File: src/rtl/hazard_scoreboard.sv
`default_nettype none
// ============================================================================
//  Module      : hazard_scoreboard
//  Description : Stateful ID-stage stall controller. Tracks pending GPR
//                writes in a per-register countdown scoreboard, the busy time
//                of the multiply/divide unit and one outstanding CP0 write.
//                Combines them with the decoded ID instruction into a single
//                stall, a per-cause vector and a saturating stall counter.
//
//  Ports       :
//    clk            in   rising-edge clock
//    rst_n          in   asynchronous active-low reset
//    id_valid       in   ID holds a valid instruction
//    id_rs_used     in   rs operand is read
//    id_rs_addr     in   rs register address
//    id_rs_tuse     in   cycles after ID until rs is consumed
//    id_rt_used     in   rt operand is read
//    id_rt_addr     in   rt register address
//    id_rt_tuse     in   cycles after ID until rt is consumed
//    id_wr_en       in   instruction writes a GPR
//    id_wr_addr     in   destination register
//    id_wr_tnew     in   cycles after leaving ID until result is forwardable
//    id_mdu_use     in   any MDU instruction
//    id_mdu_start   in   instruction starts a mult/div
//    id_mdu_is_div  in   the start is a divide
//    id_mtc0        in   mtc0
//    id_mfc0        in   mfc0
//    id_eret        in   eret
//    id_cp0_addr    in   CP0 register index for mtc0/mfc0
//    flush          in   squash all younger in-flight instructions
//    stall          out  freeze PC/IF/ID, bubble EX
//    stall_cause    out  [0] rs data, [1] rt data, [2] MDU, [3] CP0
//    mdu_busy       out  MDU busy counter is nonzero
//    stall_count    out  saturating count of stalled cycles
//
//  Revision    : 1.0  initial release
// ============================================================================
module hazard_scoreboard #(
    parameter int NUM_REGS  = 32,
    parameter int ADDR_W    = 5,
    parameter int TNEW_W    = 2,
    parameter int MDU_CNT_W = 4,
    parameter int MUL_LAT   = 5,
    parameter int DIV_LAT   = 10,
    parameter int CP0_LAT   = 2,
    parameter int EPC_ADDR  = 14,
    parameter int CNT_W     = 32
) (
    input  logic                 clk,
    input  logic                 rst_n,
    input  logic                 id_valid,
    input  logic                 id_rs_used,
    input  logic [ADDR_W-1:0]    id_rs_addr,
    input  logic [TNEW_W-1:0]    id_rs_tuse,
    input  logic                 id_rt_used,
    input  logic [ADDR_W-1:0]    id_rt_addr,
    input  logic [TNEW_W-1:0]    id_rt_tuse,
    input  logic                 id_wr_en,
    input  logic [ADDR_W-1:0]    id_wr_addr,
    input  logic [TNEW_W-1:0]    id_wr_tnew,
    input  logic                 id_mdu_use,
    input  logic                 id_mdu_start,
    input  logic                 id_mdu_is_div,
    input  logic                 id_mtc0,
    input  logic                 id_mfc0,
    input  logic                 id_eret,
    input  logic [4:0]           id_cp0_addr,
    input  logic                 flush,
    output logic                 stall,
    output logic [3:0]           stall_cause,
    output logic                 mdu_busy,
    output logic [CNT_W-1:0]     stall_count
);

    localparam int CP0_CNT_W = (CP0_LAT < 1) ? 1 : $clog2(CP0_LAT + 1);

    localparam logic [MDU_CNT_W-1:0] c_mul_lat  = MDU_CNT_W'(MUL_LAT);
    localparam logic [MDU_CNT_W-1:0] c_div_lat  = MDU_CNT_W'(DIV_LAT);
    localparam logic [CP0_CNT_W-1:0] c_cp0_lat  = CP0_CNT_W'(CP0_LAT);
    localparam logic [4:0]           c_epc_addr = 5'(EPC_ADDR);

    // Remaining cycles until each register's pending result is forwardable.
    // Entry 0 exists only to keep indexing simple; it is never loaded.
    logic [TNEW_W-1:0]    r_sb [NUM_REGS];
    logic [MDU_CNT_W-1:0] r_mdu_cnt;
    logic                 r_cp0_pend;
    logic [4:0]           r_cp0_addr;
    logic [CP0_CNT_W-1:0] r_cp0_cnt;
    logic [CNT_W-1:0]     r_stall_count;

    logic [TNEW_W-1:0]    w_rs_tnew;
    logic [TNEW_W-1:0]    w_rt_tnew;
    logic                 w_rs_hazard;
    logic                 w_rt_hazard;
    logic                 w_mdu_hazard;
    logic                 w_cp0_hazard;
    logic                 w_mdu_busy;
    logic [3:0]           w_cause;
    logic                 w_stall;
    logic                 w_accept;

    // ------------------------------------------------------------------
    // Scoreboard lookup. Addresses of register 0 or beyond NUM_REGS read
    // as "ready" so they can never raise a data hazard.
    // ------------------------------------------------------------------
    always_comb begin
        w_rs_tnew = '0;
        w_rt_tnew = '0;
        for (int i = 1; i < NUM_REGS; i++) begin
            if (int'(id_rs_addr) == i) w_rs_tnew = r_sb[i];
            if (int'(id_rt_addr) == i) w_rt_tnew = r_sb[i];
        end
    end

    // ------------------------------------------------------------------
    // Hazard detection
    // ------------------------------------------------------------------
    always_comb begin
        w_mdu_busy   = (r_mdu_cnt != '0);
        w_rs_hazard  = id_valid && id_rs_used && (id_rs_addr != '0) &&
                       (w_rs_tnew > id_rs_tuse);
        w_rt_hazard  = id_valid && id_rt_used && (id_rt_addr != '0) &&
                       (w_rt_tnew > id_rt_tuse);
        w_mdu_hazard = id_valid && id_mdu_use && w_mdu_busy;
        // A second mtc0 waits for the first so the tracker only ever needs
        // to hold one outstanding write.
        w_cp0_hazard = id_valid && r_cp0_pend &&
                       ((id_eret && (r_cp0_addr == c_epc_addr)) ||
                        (id_mfc0 && (r_cp0_addr == id_cp0_addr)) ||
                        id_mtc0);
        w_cause      = {w_cp0_hazard, w_mdu_hazard, w_rt_hazard, w_rs_hazard};
        w_stall      = |w_cause;
        w_accept     = id_valid && !w_stall && !flush;
    end

    // ------------------------------------------------------------------
    // Scoreboard update: flush clears, otherwise a load from the accepted
    // instruction wins over the per-cycle countdown.
    // ------------------------------------------------------------------
    always_ff @(posedge clk or negedge rst_n) begin
        if (!rst_n) begin
            for (int i = 0; i < NUM_REGS; i++) r_sb[i] <= '0;
        end else if (flush) begin
            for (int i = 0; i < NUM_REGS; i++) r_sb[i] <= '0;
        end else begin
            for (int i = 1; i < NUM_REGS; i++) begin
                if (w_accept && id_wr_en && (int'(id_wr_addr) == i)) begin
                    r_sb[i] <= id_wr_tnew;
                end else if (r_sb[i] != '0) begin
                    r_sb[i] <= r_sb[i] - TNEW_W'(1);
                end
            end
        end
    end

    // ------------------------------------------------------------------
    // MDU busy counter. Flush leaves it alone: the issued operation keeps
    // running in the unit regardless of what is squashed in the pipe.
    // ------------------------------------------------------------------
    always_ff @(posedge clk or negedge rst_n) begin
        if (!rst_n) begin
            r_mdu_cnt <= '0;
        end else if (w_accept && id_mdu_start) begin
            r_mdu_cnt <= id_mdu_is_div ? c_div_lat : c_mul_lat;
        end else if (w_mdu_busy) begin
            r_mdu_cnt <= r_mdu_cnt - MDU_CNT_W'(1);
        end
    end

    // ------------------------------------------------------------------
    // CP0 write tracker
    // ------------------------------------------------------------------
    always_ff @(posedge clk or negedge rst_n) begin
        if (!rst_n) begin
            r_cp0_pend <= 1'b0;
            r_cp0_addr <= '0;
            r_cp0_cnt  <= '0;
        end else if (flush) begin
            r_cp0_pend <= 1'b0;
            r_cp0_addr <= '0;
            r_cp0_cnt  <= '0;
        end else if (w_accept && id_mtc0) begin
            r_cp0_pend <= 1'b1;
            r_cp0_addr <= id_cp0_addr;
            r_cp0_cnt  <= c_cp0_lat;
        end else if (r_cp0_pend) begin
            if (r_cp0_cnt > CP0_CNT_W'(1)) begin
                r_cp0_cnt <= r_cp0_cnt - CP0_CNT_W'(1);
            end else begin
                r_cp0_cnt  <= '0;
                r_cp0_pend <= 1'b0;
            end
        end
    end

    // ------------------------------------------------------------------
    // Stall performance counter (saturating, reset-only clear)
    // ------------------------------------------------------------------
    always_ff @(posedge clk or negedge rst_n) begin
        if (!rst_n) begin
            r_stall_count <= '0;
        end else if (id_valid && w_stall && (r_stall_count != '1)) begin
            r_stall_count <= r_stall_count + CNT_W'(1);
        end
    end

    assign stall       = w_stall;
    assign stall_cause = w_cause;
    assign mdu_busy    = w_mdu_busy;
    assign stall_count = r_stall_count;

endmodule
`default_nettype wire

File: config.mk
export PLATFORM = sky130hd
export DESIGN_NAME = hazard_scoreboard
export DESIGN_NICKNAME = d
export VERILOG_FILES = /design/src/rtl/hazard_scoreboard.sv
export SDC_FILE = /design/constraint.sdc
export NUM_CORES = 1
export LEC_CHECK = 0
export CELL_PAD_IN_SITES_DETAIL_PLACEMENT = 1
export CELL_PAD_IN_SITES_GLOBAL_PLACEMENT = 1
export CORE_MARGIN = 2
export CORE_UTILIZATION = 40
export CTS_CLUSTER_DIAMETER = 50
export DETAILED_ROUTE_END_ITERATION = 10
export PLACE_DENSITY = 0.85
export SLEW_MARGIN = 30
export SYNTH_ARGS = -nofsm -noshare
export SYNTH_HDL_FRONTEND = slang
export SYNTH_SLANG_ARGS = --single-unit
File: constraint.sdc
create_clock -name clk -period 11.57 [get_ports clk]
set_clock_uncertainty 0.2 [all_clocks]
set_input_delay 1.157 -clock clk [delete_from_list [all_inputs] [get_ports clk]]
set_output_delay 1.157 -clock clk [all_outputs]
set_load 0.005 [all_outputs]
==> impl_summary.log <==
INFO  metric vias = between 7000 and 8000
INFO  metric setup.worst_path.end_class = output pin
INFO  metric holdBufCountCts = 0
INFO  metric path_buf_inv = 4
INFO  metric multi_input_area = 0.00503 sq mm
INFO  metric avgRoutedWirePerCell = 20.9 microns
INFO  metric design.die.area = 0.0219 sq mm
INFO  metric achievable_frequency = around 130 MHz
INFO  metric finalHoldWorstSlack = 0.292 ns
INFO  metric yosys.cell_count.top_type = sky130_fd_sc_hd__dfrtp_1
INFO  metric synthesis.area = 0.00828 sq mm
INFO  metric timing.final.crit_share = 0.642
INFO  metric synth_fp_nets = 1023
INFO  metric cp_data_required_time = 10.21 ns
INFO  metric place_hpwl = 18600 microns
INFO  metric cpMaxStageDelayCell = sky130_fd_sc_hd__clkdlybuf4s50_1
INFO  metric power_density = 195 mW/mm^2
INFO  metric largest_cells_by_area_after_synthesis = sky130_fd_sc_hd__dfrtp_1, sky130_fd_sc_hd__mux2i_1, sky130_fd_sc_hd__ha_1
INFO  metric worst_path_largest_cell_delay = 1.00 ns
INFO  metric synth_top_area_cell = sky130_fd_sc_hd__dfrtp_1
INFO  metric ys_async_sr_fraction = 1.00
INFO  metric cts_tree = done
INFO  metric crit-reg2reg-launch = r_sb[39]
INFO  metric status = finished, final reports clean
INFO  metric cts_resized = 0
INFO  metric cts_max_level = 3
INFO  metric grt.total_usage = 0.245
INFO  metric drt_pass1_iterations = 4
INFO  metric unrepaired_setup_endpoints_after_global_routing = no
INFO  metric die_x = ~150 microns
INFO  metric synth-main-ff-cell = sky130_fd_sc_hd__dfrtp_1
INFO  metric design.final.nets = 1055
INFO  metric via_count_of_the_first_global_routing_pass = roughly 7700
INFO  metric slew_headroom = 0.339
INFO  metric num_io_pins = between 70 and 80
INFO  metric worst_r2r_path_depth = 12
INFO  metric cts_root_buf = sky130_fd_sc_hd__clkbuf_16
INFO  metric synth-edff-count = 0
INFO  metric worst_setup_path_start_kind = input port
INFO  metric final-setup-viol-count = 0
INFO  metric rows = 52
INFO  metric grt_antenna_before_repair = 1
INFO  metric hold_path_class = reg -> reg
INFO  metric worstHoldEndpoint = stall_count[21]
INFO  metric clock-sinks = 106
INFO  metric design.core.area = slightly above 0.02 sq mm
INFO  metric clock_insertion_delay_worst_skew = 0.38 ns
INFO  metric syn2layout_area_growth = 14.1%
INFO  metric synthTopCellsByCount = sky130_fd_sc_hd__dfrtp_1, sky130_fd_sc_hd__nor2_1, sky130_fd_sc_hd__inv_1
INFO  metric reg2reg_slack = ~6.7 ns
INFO  metric dr.first_iter.drc_count = 504
INFO  metric ys_types = 73
INFO  metric timing.final.hold_violations = 0
INFO  metric leakage = 4.29 nW
INFO  metric holdPathStages = 1
INFO  metric timing.rr.end = r_sb[3]
INFO  metric grt_pass1_wl = approximately 42000 microns
INFO  metric post_synth.cell_area_avg = about 9 sq um
INFO  metric crit_path_cell_trace = clkdlybuf4s50_1 -> nor3b_1 -> o221ai_1 -> a22oi_1 -> o211ai_1 -> a22o_1 -> ha_1 -> nor2b_1 -> o221ai_1 -> and3_2 -> buf_4 -> inv_2 -> clkdlybuf4s50_1
INFO  metric sequential_cell_area = 0.00265 sq mm
INFO  metric cts_buffers = 9
INFO  metric worstSetupPathType = in -> out
INFO  metric holdCritStartpoint = stall_count[21]
INFO  metric dieHeight = approximately 150 microns
INFO  metric finalCriticalPeriod = 7.42 ns
INFO  metric port-buffer-count = 76
INFO  metric grt_max_degree = 57
INFO  metric cts_setup_buffers = 0
INFO  metric worst_pin_slew = 0.988 ns
INFO  metric synth_top_area_frac = 0.320
INFO  metric worst_setup_hold_path_clk_slew = 0.08 ns
INFO  metric synth-warning-count = 0
INFO  metric drt.antenna.violating_nets = 0
INFO  metric gp_routability_congestion = 0.936
INFO  metric global_route.overflow_total = 0
INFO  metric irDropWorstVdd = 0.0822 mV
INFO  metric syn_inst = 946
INFO  metric cap_violations = 0
INFO  metric drt_via_density = 5.90
INFO  metric critical_path.top_delay_family = buffers and inverters
INFO  metric layout.filler_cells = 2395
INFO  metric slew_viol_final = 0
INFO  metric routed_wirelength = around 26000 microns
INFO  metric cp_max_fo = 44
INFO  metric yosys_register_bits = 106
INFO  metric remaining_drc_errors = 0
INFO  metric ctsLongestPathBuffers = 2
INFO  metric initial_utilization = 0.408
INFO  metric part_of_the_yosys_area_used_for_sequential_elements = 0.320
INFO  metric drive_above_1_share = 0.0936
INFO  metric tns = 0 ns
INFO  metric worst_ep_arrival_time = 6.07 ns
==> placed cells by master (no fill, tap or decap), types with 5 or more instances in the layout <==
master,synthesis,final
sky130_fd_sc_hd__a211oi_1,6,6
sky130_fd_sc_hd__dfrtp_1,106,106
sky130_fd_sc_hd__nor3b_1,6,6
sky130_fd_sc_hd__mux2_1,23,23
sky130_fd_sc_hd__and4_1,5,5
sky130_fd_sc_hd__nor4_1,8,8
sky130_fd_sc_hd__ha_1,38,38
sky130_fd_sc_hd__and3_1,14,13
sky130_fd_sc_hd__nor3_1,17,17
sky130_fd_sc_hd__nand4_2,23,23
sky130_fd_sc_hd__clkdlybuf4s50_1,0,72
sky130_fd_sc_hd__nor2_1,103,103
sky130_fd_sc_hd__mux2_2,17,17
sky130_fd_sc_hd__mux2i_1,50,50
sky130_fd_sc_hd__buf_4,5,11
sky130_fd_sc_hd__clkbuf_16,0,9
sky130_fd_sc_hd__and2_1,5,5
sky130_fd_sc_hd__a31oi_1,7,7
sky130_fd_sc_hd__nand2_1,65,65
sky130_fd_sc_hd__a32oi_1,6,6
sky130_fd_sc_hd__nor2b_1,14,13
sky130_fd_sc_hd__mux4_2,5,5
sky130_fd_sc_hd__a21oi_1,59,59
sky130_fd_sc_hd__o21ai_0,23,23
sky130_fd_sc_hd__xnor2_1,50,50
sky130_fd_sc_hd__o22ai_1,8,8
sky130_fd_sc_hd__xor2_1,19,19
sky130_fd_sc_hd__nand2b_1,11,11
sky130_fd_sc_hd__inv_1,73,73
sky130_fd_sc_hd__nand3_1,26,26
sky130_fd_sc_hd__nand4_1,18,18
sky130_fd_sc_hd__o211ai_1,11,11
==> worst max-delay path by stage <==
stage          cells after the start           from     to
6_report                          13  id_rs_addr[2]  stall
5_1_grt                           13  id_rs_addr[2]  stall
2_1_floorplan                     15  id_rt_addr[0]  stall
4_1_cts                           15  id_rt_addr[2]  stall
3_3_place_gp                      15  id_rt_addr[2]  stall
3_5_place_dp                      14  id_rt_addr[2]  stall
==> cell type report <==
cell class	instances	share of cell area
inverter	77	0.0306
timing repair buffer	86	0.0866
clock buffer	9	0.0238
antenna	1	0.000265
sequential	106	0.281
multi-input combinational	698	0.532
tap	270	0.0357
clock inverter	7	0.0105
==> registers in the layout, indices dropped and copies added (netlist names) <==
name	count
r_mdu_cnt	4
r_cp0_pend	1
r_cp0_addr	5
stall_count	32
r_cp0_cnt	2
r_sb	62
==> kinds of logic after synthesis <==
| family | Yosys count | synth area share |
|---|---|---|
| AND/OR/NAND/NOR | 338 | 0.225 |
| AO/OA/AOI/OAI | 158 | 0.123 |
| buffers and inverters | 142 | 0.0731 |
| flip-flops | 106 | 0.320 |
| multiplexers | 95 | 0.128 |
| XOR/XNOR | 69 | 0.0730 |
| adder cells (fa/ha/maj) | 38 | 0.0574 |
==> metrics by stage <==
step	cell area (sq um)	util	power, mW	setup slack [ns]	instances
2_1_floorplan	8280	-	1.23	6.23	946
3_3_place_gp	9130	0.450	1.43	4.30	1237
3_5_place_dp	9140	0.450	1.48	4.08	1237
4_1_cts	9460	0.466	1.84	4.10	1253
5_1_grt	9450	0.465	1.98	3.93	1253
6_report	9450	0.466	1.84	4.15	1254
==> routing by layer <==
| layer | routed length [microns] | global-route usage |
|---|---|---|
| met1 | 11700 | 0.325 |
| met2 | 12600 | 0.409 |
| met3 | 1390 | 0.0488 |
| met4 | 535 | 0.0700 |
| met5 | 0 | 0 |
==> worst register-to-register path, stage by stage (launching register included) <==
cell,delay (ns)
sky130_fd_sc_hd__dfrtp_1,0.50
sky130_fd_sc_hd__mux4_2,0.53
sky130_fd_sc_hd__a221oi_1,0.29
sky130_fd_sc_hd__o211ai_1,0.16
sky130_fd_sc_hd__a22o_1,0.23
sky130_fd_sc_hd__ha_1,0.29
sky130_fd_sc_hd__nor2b_1,0.14
sky130_fd_sc_hd__o221ai_1,0.44
sky130_fd_sc_hd__and3_2,0.28
sky130_fd_sc_hd__buf_4,0.48
sky130_fd_sc_hd__inv_2,0.44
sky130_fd_sc_hd__nor2_1,0.46
sky130_fd_sc_hd__mux2_2,0.38
==> power by group <==
part	total [mW]	internal, mW	switching [mW]	leakage (nW)
Combinational	0.856	0.401	0.455	2.73
Clock	0.343	0.175	0.168	0.154
Sequential	0.640	0.484	0.156	1.40
Total	1.84	1.06	0.779	4.29
Power figures use the tool's default switching activity.
